File: config.mk
export PLATFORM = sky130hd
export DESIGN_NAME = trap_ctrl_flat
export DESIGN_NICKNAME = d
export VERILOG_FILES = /design/src/rtl/trap_pkg.sv /design/src/rtl/trap_if.sv /design/src/rtl/trap_prio_enc.sv /design/src/rtl/trap_ctrl.sv /design/src/flat_wrapper.sv
export SDC_FILE = /design/constraint.sdc
export NUM_CORES = 1
export LEC_CHECK = 0
export BUFFER_PORTS_ARGS = -buffer_cell sky130_fd_sc_hd__buf_4
export CAP_MARGIN = 20
export CELL_PAD_IN_SITES_DETAIL_PLACEMENT = 2
export CELL_PAD_IN_SITES_GLOBAL_PLACEMENT = 2
export CORE_ASPECT_RATIO = 0.9
export CORE_UTILIZATION = 31
export CTS_CLUSTER_SIZE = 25
export DETAILED_ROUTE_END_ITERATION = 8
export GPL_ROUTABILITY_DRIVEN = 0
export PLACE_DENSITY_LB_ADDON = 0.1
export SYNTH_ARGS = -nofsm -noshare
export SYNTH_HDL_FRONTEND = slang
export SYNTH_SLANG_ARGS = --single-unit
File: constraint.sdc
create_clock -name clk -period 2.45 [get_ports clk]
set_clock_uncertainty 0.05 [all_clocks]
set_input_delay 0.245 -clock clk [delete_from_list [all_inputs] [get_ports clk]]
set_output_delay 0.245 -clock clk [all_outputs]
set_load 0.005 [all_outputs]
File: src/rtl/trap_pkg.sv
// trap_pkg: shared exception bit indices, M-mode cause codes, CSR addresses and FSM states
package trap_pkg;
    localparam int EX_LD_MIS = 0;
    localparam int EX_LD_ACC = 1;
    localparam int EX_ST_MIS = 2;
    localparam int EX_ST_ACC = 3;
    localparam int EX_LD_PG  = 4;
    localparam int EX_ST_PG  = 5;
    localparam int EX_BKPT   = 6;
    localparam logic [3:0] C_BKPT   = 4'd3;
    localparam logic [3:0] C_LD_MIS = 4'd4;
    localparam logic [3:0] C_LD_ACC = 4'd5;
    localparam logic [3:0] C_ST_MIS = 4'd6;
    localparam logic [3:0] C_ST_ACC = 4'd7;
    localparam logic [3:0] C_LD_PG  = 4'd13;
    localparam logic [3:0] C_ST_PG  = 4'd15;
    localparam logic [11:0] CSR_MSTATUS = 12'h300;
    localparam logic [11:0] CSR_MTVEC   = 12'h305;
    localparam logic [11:0] CSR_MEPC    = 12'h341;
    localparam logic [11:0] CSR_MCAUSE  = 12'h342;
    localparam logic [11:0] CSR_MTVAL   = 12'h343;
    typedef enum logic [1:0] {IDLE, FLUSH, REDIRECT} state_e;
endpackage

File: src/rtl/trap_if.sv
// trap_if: E-stage / CSR / fetch-redirect signal bundle for the trap controller
interface trap_if #(parameter int N = 64);
    logic         valid_E;
    logic [N-1:0] pc_E;
    logic [N-1:0] DM_addr;
    logic [6:0]   exceptSignal;
    logic         mret_E;
    logic         csr_we;
    logic [11:0]  csr_addr;
    logic [N-1:0] csr_wdata;
    logic [N-1:0] csr_rdata;
    logic         flush;
    logic         stall_F;
    logic         redirect_valid;
    logic [N-1:0] redirect_pc;
    logic         in_trap;
    modport master (output valid_E, pc_E, DM_addr, exceptSignal, mret_E, csr_we, csr_addr, csr_wdata,
                    input  csr_rdata, flush, stall_F, redirect_valid, redirect_pc, in_trap);
    modport slave  (input  valid_E, pc_E, DM_addr, exceptSignal, mret_E, csr_we, csr_addr, csr_wdata,
                    output csr_rdata, flush, stall_F, redirect_valid, redirect_pc, in_trap);
endinterface

File: src/rtl/trap_prio_enc.sv
// trap_prio_enc: 7-bit exception vector to {valid, M-mode cause} priority encoder
module trap_prio_enc
    import trap_pkg::*;
(
    input  logic [6:0] exc_i,
    output logic       valid_o,
    output logic [3:0] cause_o
);
    assign valid_o = |exc_i;
    always_comb
        cause_o = exc_i[EX_BKPT]   ? C_BKPT   :
                  exc_i[EX_ST_MIS] ? C_ST_MIS :
                  exc_i[EX_LD_MIS] ? C_LD_MIS :
                  exc_i[EX_ST_PG]  ? C_ST_PG  :
                  exc_i[EX_LD_PG]  ? C_LD_PG  :
                  exc_i[EX_ST_ACC] ? C_ST_ACC :
                  exc_i[EX_LD_ACC] ? C_LD_ACC : 4'd0;
endmodule

File: src/rtl/trap_ctrl.sv
// trap_ctrl: M-mode trap/MRET controller with CSRs and IDLE->FLUSH->REDIRECT sequencing.
// Define TRAP_MTVAL_EN to implement the mtval register (otherwise 0x343 reads as zero).
module trap_ctrl
    import trap_pkg::*;
#(
    parameter int           N         = 64,
    parameter logic [N-1:0] RESET_VEC = '0
) (
    input logic clk,
    input logic reset_n,
    trap_if.slave bus
);
    state_e       state_q, state_d;
    logic [N-1:0] mepc_q, mcause_q, mtvec_q, target_q, mtval_rd, mstatus_rd;
    logic         mie_q, mpie_q;
    logic         exc_v, idle, take_trap, take_mret, csr_wr;
    logic [3:0]   cause;

    trap_prio_enc u_enc (.exc_i(bus.exceptSignal), .valid_o(exc_v), .cause_o(cause));

    assign idle      = state_q == IDLE;
    assign take_trap = idle && bus.valid_E && exc_v;
    assign take_mret = idle && bus.valid_E && bus.mret_E && !exc_v;
    assign csr_wr    = idle && bus.csr_we;

    always_comb begin
        state_d            = (take_trap || take_mret) ? FLUSH : (state_q == FLUSH) ? REDIRECT : IDLE;
        bus.flush          = state_q == FLUSH;
        bus.stall_F        = state_q == FLUSH;
        bus.redirect_valid = state_q == REDIRECT;
        bus.in_trap        = !idle;
    end

    assign bus.redirect_pc = target_q;

    // CSR writes are applied first so that trap/MRET updates in the same cycle override them
    always_ff @(posedge clk or negedge reset_n) begin
        if (!reset_n) begin
            state_q  <= IDLE;
            mepc_q   <= '0;
            mcause_q <= '0;
            mtvec_q  <= {RESET_VEC[N-1:2], 2'b00};
            target_q <= '0;
            mie_q    <= 1'b0;
            mpie_q   <= 1'b0;
        end else begin
            state_q <= state_d;
            if (csr_wr && bus.csr_addr == CSR_MTVEC) mtvec_q <= {bus.csr_wdata[N-1:2], 2'b00};
            if (csr_wr && bus.csr_addr == CSR_MEPC) mepc_q <= {bus.csr_wdata[N-1:2], 2'b00};
            if (csr_wr && bus.csr_addr == CSR_MCAUSE) mcause_q <= bus.csr_wdata;
            if (csr_wr && bus.csr_addr == CSR_MSTATUS) begin
                mie_q  <= bus.csr_wdata[3];
                mpie_q <= bus.csr_wdata[7];
            end
            if (take_trap) begin
                mepc_q   <= bus.pc_E;
                mcause_q <= {{(N-4){1'b0}}, cause};
                mpie_q   <= mie_q;
                mie_q    <= 1'b0;
                target_q <= {mtvec_q[N-1:2], 2'b00};
            end
            if (take_mret) begin
                mie_q    <= mpie_q;
                mpie_q   <= 1'b1;
                target_q <= mepc_q;
            end
        end
    end

`ifdef TRAP_MTVAL_EN
    logic [N-1:0] mtval_q;
    always_ff @(posedge clk or negedge reset_n) begin
        if (!reset_n) mtval_q <= '0;
        else if (take_trap) mtval_q <= bus.exceptSignal[EX_BKPT] ? bus.pc_E : bus.DM_addr;
        else if (csr_wr && bus.csr_addr == CSR_MTVAL) mtval_q <= bus.csr_wdata;
    end
    assign mtval_rd = mtval_q;
`else
    logic unused_dm;
    assign unused_dm = ^bus.DM_addr;
    assign mtval_rd  = '0;
`endif

    always_comb begin
        mstatus_rd    = '0;
        mstatus_rd[3] = mie_q;
        mstatus_rd[7] = mpie_q;
    end

    assign bus.csr_rdata = (bus.csr_addr == CSR_MSTATUS) ? mstatus_rd :
                           (bus.csr_addr == CSR_MTVEC)   ? mtvec_q    :
                           (bus.csr_addr == CSR_MEPC)    ? mepc_q     :
                           (bus.csr_addr == CSR_MCAUSE)  ? mcause_q   :
                           (bus.csr_addr == CSR_MTVAL)   ? mtval_rd   : '0;
endmodule

File: src/flat_wrapper.sv
// flat-port wrapper written by rule: the top's interface ports become plain ports
module trap_ctrl_flat import trap_pkg::*;
#(
    parameter int           N         = 64,
    parameter logic [N-1:0] RESET_VEC = '0
)
  (clk, reset_n, bus_valid_E, bus_pc_E, bus_DM_addr, bus_exceptSignal, bus_mret_E, bus_csr_we, bus_csr_addr, bus_csr_wdata, bus_csr_rdata, bus_flush, bus_stall_F, bus_redirect_valid, bus_redirect_pc, bus_in_trap);
  trap_if #(.N(N)) bus_i ();
  input logic clk;
  input logic reset_n;
  input wire logic [$bits(bus_i.valid_E)-1:0] bus_valid_E;
  input wire logic [$bits(bus_i.pc_E)-1:0] bus_pc_E;
  input wire logic [$bits(bus_i.DM_addr)-1:0] bus_DM_addr;
  input wire logic [$bits(bus_i.exceptSignal)-1:0] bus_exceptSignal;
  input wire logic [$bits(bus_i.mret_E)-1:0] bus_mret_E;
  input wire logic [$bits(bus_i.csr_we)-1:0] bus_csr_we;
  input wire logic [$bits(bus_i.csr_addr)-1:0] bus_csr_addr;
  input wire logic [$bits(bus_i.csr_wdata)-1:0] bus_csr_wdata;
  output wire logic [$bits(bus_i.csr_rdata)-1:0] bus_csr_rdata;
  output wire logic [$bits(bus_i.flush)-1:0] bus_flush;
  output wire logic [$bits(bus_i.stall_F)-1:0] bus_stall_F;
  output wire logic [$bits(bus_i.redirect_valid)-1:0] bus_redirect_valid;
  output wire logic [$bits(bus_i.redirect_pc)-1:0] bus_redirect_pc;
  output wire logic [$bits(bus_i.in_trap)-1:0] bus_in_trap;
  assign bus_i.valid_E = bus_valid_E;
  assign bus_i.pc_E = bus_pc_E;
  assign bus_i.DM_addr = bus_DM_addr;
  assign bus_i.exceptSignal = bus_exceptSignal;
  assign bus_i.mret_E = bus_mret_E;
  assign bus_i.csr_we = bus_csr_we;
  assign bus_i.csr_addr = bus_csr_addr;
  assign bus_i.csr_wdata = bus_csr_wdata;
  assign bus_csr_rdata = bus_i.csr_rdata;
  assign bus_flush = bus_i.flush;
  assign bus_stall_F = bus_i.stall_F;
  assign bus_redirect_valid = bus_i.redirect_valid;
  assign bus_redirect_pc = bus_i.redirect_pc;
  assign bus_in_trap = bus_i.in_trap;
  trap_ctrl #(.N(N), .RESET_VEC(RESET_VEC)) u_core (.clk(clk), .reset_n(reset_n), .bus(bus_i));
endmodule
# [After elaboration in Yosys (flattened, before gate mapping)]
# Cells that the tools add are included.
[totals] reg_bits=258 latch_bits=0 ramBits=0 mem_bits_ro=0 inputBits=216 wordCells=56 mem_count=0
[classes] n_addsub=0 multipliers=0 n_div=0 n_lt_le_gt_ge=0 n_eq_ne=6 shifts=0 muxes=25 n_bitwise=0 n_reduce_logical=18
[op_table] cell="two-way mux 64 bit" count=10
[op_table] cell="== test 12 x 10 -> 1 bit (second input constant)" count=4
[op_table] cell="two-way mux 4 bit" count=5
[op_table] cell="logical AND 1 bit" count=9
[op_table] cell="OR reduction 7 bit" count=1
[op_table] cell="two-way mux 1 bit" count=6
[op_table] cell="two-way mux 3 bit" count=2
[op_table] cell="nonzero test 2 bit" count=3
[op_table] cell="two-way mux 2 bit" count=2
[op_table] cell="nonzero test 3 bit" count=1
[op_table] cell="== test 2 x 1 -> 1 bit (second input constant)" count=1
[op_table] cell="== test 2 bit (second input constant)" count=1
[op_table] cell="zero test 1 bit" count=2
[op_table] cell="zero test 2 bit" count=1
[op_table] cell="logical OR 1 bit" count=1

# [Longest topological paths before layout]
[logic_depth] depth_word=8 ltp_mapped=6

# [By module]
# Synthesis repeated with hierarchy kept, for this count alone.
[hier_totals] cells_unflattened=1189 hier_area_um2=12468.2
[modules_own_cells] module="trap_ctrl" n_inst=1 cells_each=1177 area_per_inst_um2=12393.1 seq_area_each_um2=6456.2
[modules_own_cells] module="trap_prio_enc" n_inst=1 cells_each=12 area_per_inst_um2=75.1 seq_area_each_um2=0.0

# [Worst setup path after synthesis]
# No wires, ideal clock.
[synth_path] kind="input to register" start="in bus_exceptSignal[1]" end="reg u_core.target_q[15], in the netlist u_core.bus.redirect_pc[15]" setup_time_ps=127 t_arrival_ps=1710 required_time_ps=2273 path_slack_ps=563 cell_stages=6 path_buffers=2 cell_sequence="or4_4 > o31a_1 > buf_2 > buf_2 > a222oi_1 > inv_1"
[synth_via] elab_chain_len=4 elab_cells_between_ends=6 classes_between="1 x mux; 5 x reduce/logical"
[synth_rtl] element="start, declared" line_no="flat_wrapper.sv:14" source="input wire logic [$bits(bus_i.exceptSignal)-1:0] bus_exceptSignal;"
[synth_rtl] element="OR reduction 7 bit *" line_no="trap_prio_enc.sv:9" source="assign valid_o = |exc_i;"
[synth_rtl] element="zero test 1 bit" line_no="trap_ctrl.sv:23" source="assign take_mret = idle && bus.valid_E && bus.mret_E && !exc_v;"
[synth_rtl] element="logical AND 1 bit" line_no="trap_ctrl.sv:23"
[synth_rtl] element="two-way mux 64 bit or nonzero test 2 bit (tied branches)"
[synth_rtl] element="end signal, assigned" line_no="trap_ctrl.sv:60" source="target_q <= {mtvec_q[N-1:2], 2'b00};"
[synth_rtl] element="end signal, assigned" line_no="trap_ctrl.sv:65" source="target_q <= mepc_q;"
[synth_rtl] element="end, declared" line_no="trap_ctrl.sv:14" source="logic [N-1:0] mepc_q, mcause_q, mtvec_q, target_q, mtval_rd, mstatus_rd;"
# Every way passes the cells marked *; elsewhere a longest branch is shown, timed or not.
# A chain may end at the register's enable or synchronous reset.

# [Worst setup path in the final report]
[layout_path] start="in bus_csr_addr[5]" end="out bus_csr_rdata[62]"
[layout_via] elab_chain_len=5 elab_cells_between_ends=8 classes_between="4 x eq/ne; 4 x mux"
[layout_rtl] element="start, declared" line_no="flat_wrapper.sv:17" source="input wire logic [$bits(bus_i.csr_addr)-1:0] bus_csr_addr;"
[layout_rtl] element="== test 12 x 10 -> 1 bit" line_no="trap_ctrl.sv:93" source="(bus.csr_addr == CSR_MCAUSE) ? mcause_q :"
[layout_rtl] element="two-way mux 64 bit" line_no="trap_ctrl.sv:93"
[layout_rtl] element="two-way mux 64 bit" line_no="trap_ctrl.sv:92" source="(bus.csr_addr == CSR_MEPC) ? mepc_q :"
[layout_rtl] element="two-way mux 64 bit" line_no="trap_ctrl.sv:91" source="(bus.csr_addr == CSR_MTVEC) ? mtvec_q :"
[layout_rtl] element="two-way mux 64 bit *" line_no="trap_ctrl.sv:90" source="assign bus.csr_rdata = (bus.csr_addr == CSR_MSTATUS) ? mstatus_rd :"
[layout_rtl] element="end, declared" line_no="flat_wrapper.sv:19" source="output wire logic [$bits(bus_i.csr_rdata)-1:0] bus_csr_rdata;"
# Marked as above.

==> impl_results.md <==
- DRC Markers: 0
- GR Overflow Total: 0
- Root buffer cell: clkbuf_16
- Synth Area per Inst: 9.70 um2
- Fill count: 4087
- Flop pwr share: 0.440
- Hold_ws: 19.0 ps
- Crit path max-delay family: simple AND/OR/NAND/NOR gates
- Via density: between 5 and 6
- Min-Delay Path Class: primary input to flop
- VDD IR max: 0.000499 V
- Sequential element share of the synthesized area: 0.532
- YS warnings: 0
- Final Critical Period: approximately 2300 ps
- CTS clk-pin slew, worst paths: approximately 60 ps
- CP Data Required Time: 2150 ps
- Combinational share of power: 0.126
- Design Power: about 11 mW
- Worst reg2reg path depth: 5
- Top cells by area, synth: dfrtp_1 (53%), nand2_1 (7.6%), mux2_1 (5.8%), a21oi_1 (5.1%), a222oi_1 (5.1%)
- Core area: 0.0385 mm2
- Pre-CTS WS: 156 ps
- Global-route wire length before repair: between 80000 and 90000 um
- Die height: 190 um
- RSZ-0062 raised after global routing: false
- Yosys reg bits: 258
- Top-count cell post-synth: dfrtp_1
- Total stage count of the critical path: 8
- Final core utilization: 0.456
- Clock sink count: 258
- Syn Inst Count: 1251
- Worst slew margin: 0.594
- Largest net degree at the start of global routing: 67
- WHS Path Cells: 4
- Gr usage total: 0.270
- Port bufs: between 200 and 300
- Setup ws final: 114 ps
- Crit-path cells: buf_4, or4_4, nor3_4, buf_12, buf_12, a221oi_1, a21oi_1, buf_4
- Syn_nets: approximately 1500
- # Post-CTS Setup Buffers: 0
- TritonCTS clock tree: yes
- Final setup violation count: 0
- Setup crit end kind: primary output
- Power per cell area: 630 mW/mm2
- FFs w/ async S/R, synth: 1.00
- Post-synth EDFFs: 0
- CP max-delay cell: or4_4
- Vias in the first global route: 13400
- Post-Syn Area: about 0.012 mm2
- Status: finished clean
- Largest area contributor in the netlist: dfrtp_1
- NumNets Final: 1847
- Hold Vio Cnt, Final: 0
- Drt pass-1 iters: 6
- CTS max path bufs: 3
- Post-cts gate resize count: 0
- Hold_buf cts: 130
- Initial DRC count: 854
- DIE AREA: 0.0399 mm2
- Share of the synthesized area in the top cell type: 0.532
- Final Cycle Share: 0.953
- Switch Pwr: approximately 3 mW
- TNS Setup: 0 ps
- WL/cell: 24.8 um
- Crit start category: primary input
- Internal power: 8.12 mW
- Slowest stage delay, CP: 580 ps
- Initial antenna violation count: 6
- Via count: 12000
- Clk pwr share: 0.434
- Horiz. Die Dim: 211 um
- H-tree Lvls: 1
- Crit-path max FO: 19
- P_leak: between 8 and 9 nW
- Hpwl dp: 32700 um
- WL final: 54200 um
- Slew Viols, Final: 0
- Placement Rows: 68
- I/O pin total: ~350
- Latest clock arrival within the worst-skew pair: ~570 ps
- Critical path arrival: 2040 ps
- Max Cap Viol: 0
- Area Growth Syn to Fin: 44.5%
- Highest Clock Rate: 428 MHz
- Synth Flop Type: dfrtp_1
- Critical path class: primary input to primary output
- Distinct cells, synth: 42
- Worst slew pin tran: 601 ps
- Layout cell share with drive strength beyond 1: 0.242
- Total CTS buffers: 30
- Starting Density: 0.315
- Antenna Nets Post-Route: 0
- Worst Path Buf+Inv: 4
- Synth cell count leaders: dfrtp_1 (258), nand2_1 (246), a21oi_1 (124)
- Net Sw Frac: 0.264
-- worst min-delay path: cells and delay by family --
kind | cells | cell delay [ps]
and+or+nand+nor | 1 | 130
AOI/OAI and AO/OA | 2 | 120
buffers and inverters | 1 | 90
-- per-layer routing --
layer | share of wire | up-vias | track usage | wire, um
met5 | 0 | - | 0 | 0
met4 | 0.025 | 0 | 0.0747 | 1330
met3 | 0.044 | 74 | 0.0408 | 2400
met2 | 0.50 | 319 | 0.468 | 27100
met1 | 0.43 | 6289 | 0.350 | 23300
li1 | - | 5301 | - | -
-- state kept, by name, indices dropped and copies added (netlist names) --
signal                  count
u_core.bus.redirect_pc     64
u_core.mcause_q            64
u_core.mepc_q              64
u_core.mie_q                1
u_core.mpie_q               1
u_core.mtvec_q             62
u_core.state_q              2
-- final timing paths --
check | start | endpoint | slack (ps)
max reg2reg | u_core.state_q[0] | u_core.bus.redirect_pc[20] | 230
min | bus_exceptSignal[0] | u_core.mcause_q[1] | 20
min reg2reg | u_core.bus.redirect_pc[0] | u_core.bus.redirect_pc[0] | 460
max in group asynchronous | reset_n | u_core.mepc_q[3] | 1380
min in group asynchronous | reset_n | u_core.mepc_q[6] | 170
max | bus_csr_addr[5] | bus_csr_rdata[62] | 110
-- logic make-up (layout without fill, tap and decap cells) --
family                 count (synthesis)  in the layout  synth area share
AND/OR/NAND/NOR                      355            355             0.123
flip-flops                           258            258             0.532
buffers and inverters                181            584            0.0665
multiplexers                          62             62            0.0575
AO/OA/AOI/OAI                        395            395             0.221
other                                  0              6                 0
-- per-stage QoR --
stage	area (um2)	std cells
6_report	17500	2185
5_1_grt	17500	2185
4_1_cts	17500	2179
3_5_place_dp	15200	1994
3_3_place_gp	15200	1994
2_1_floorplan	12100	1251
-- layout by cell type (no fill, tap or decap), types with 3 or more instances in the layout --
cell           count
a222oi_1          62
a21oi_1          124
buf_12            30
nor4_1             3
nand4_1            3
nor2b_1            3
diode_2            6
a22o_1             8
clkbuf_16         31
a31oi_1           62
nor2_1            66
bufinv_16          4
clkbuf_8           7
nand3_1            7
a2bb2oi_1          3
dfrtp_1          258
buf_4            303
o21ai_0           68
nand2_1          246
clkbuf_1           8
mux2_1            62
clkinv_2           5
inv_1             65
dlygate4sd3_1    130
a221oi_1          61
nor4b_1            3
-- area by class of cell --
type                    instances  area (um2)  area share
flip-flops and latches        258        6460       0.368
clock inverters                 9         145     0.00828
clock buffers                  46         902      0.0515
repair buffers                464        4190       0.239
well taps                     525         657      0.0375
inverters                      65         244      0.0139
diodes                          6        15.0    0.000857
multi-input cells             812        4920       0.280
-- power groups by stage --
| stage | Combinational [mW] | Sequential, mW | Clock, mW |
|---|---|---|---|
| global route | 1.53 | 4.89 | 5.08 |
| global placement | 1.18 | 4.91 | 0 |
| detailed placement | 1.22 | 4.92 | 0 |
| CTS | 1.40 | 4.85 | 4.90 |
| floorplan | 0.584 | 4.82 | 0 |
| finish | 1.39 | 4.86 | 4.79 |
Power figures use the tool's default switching activity.
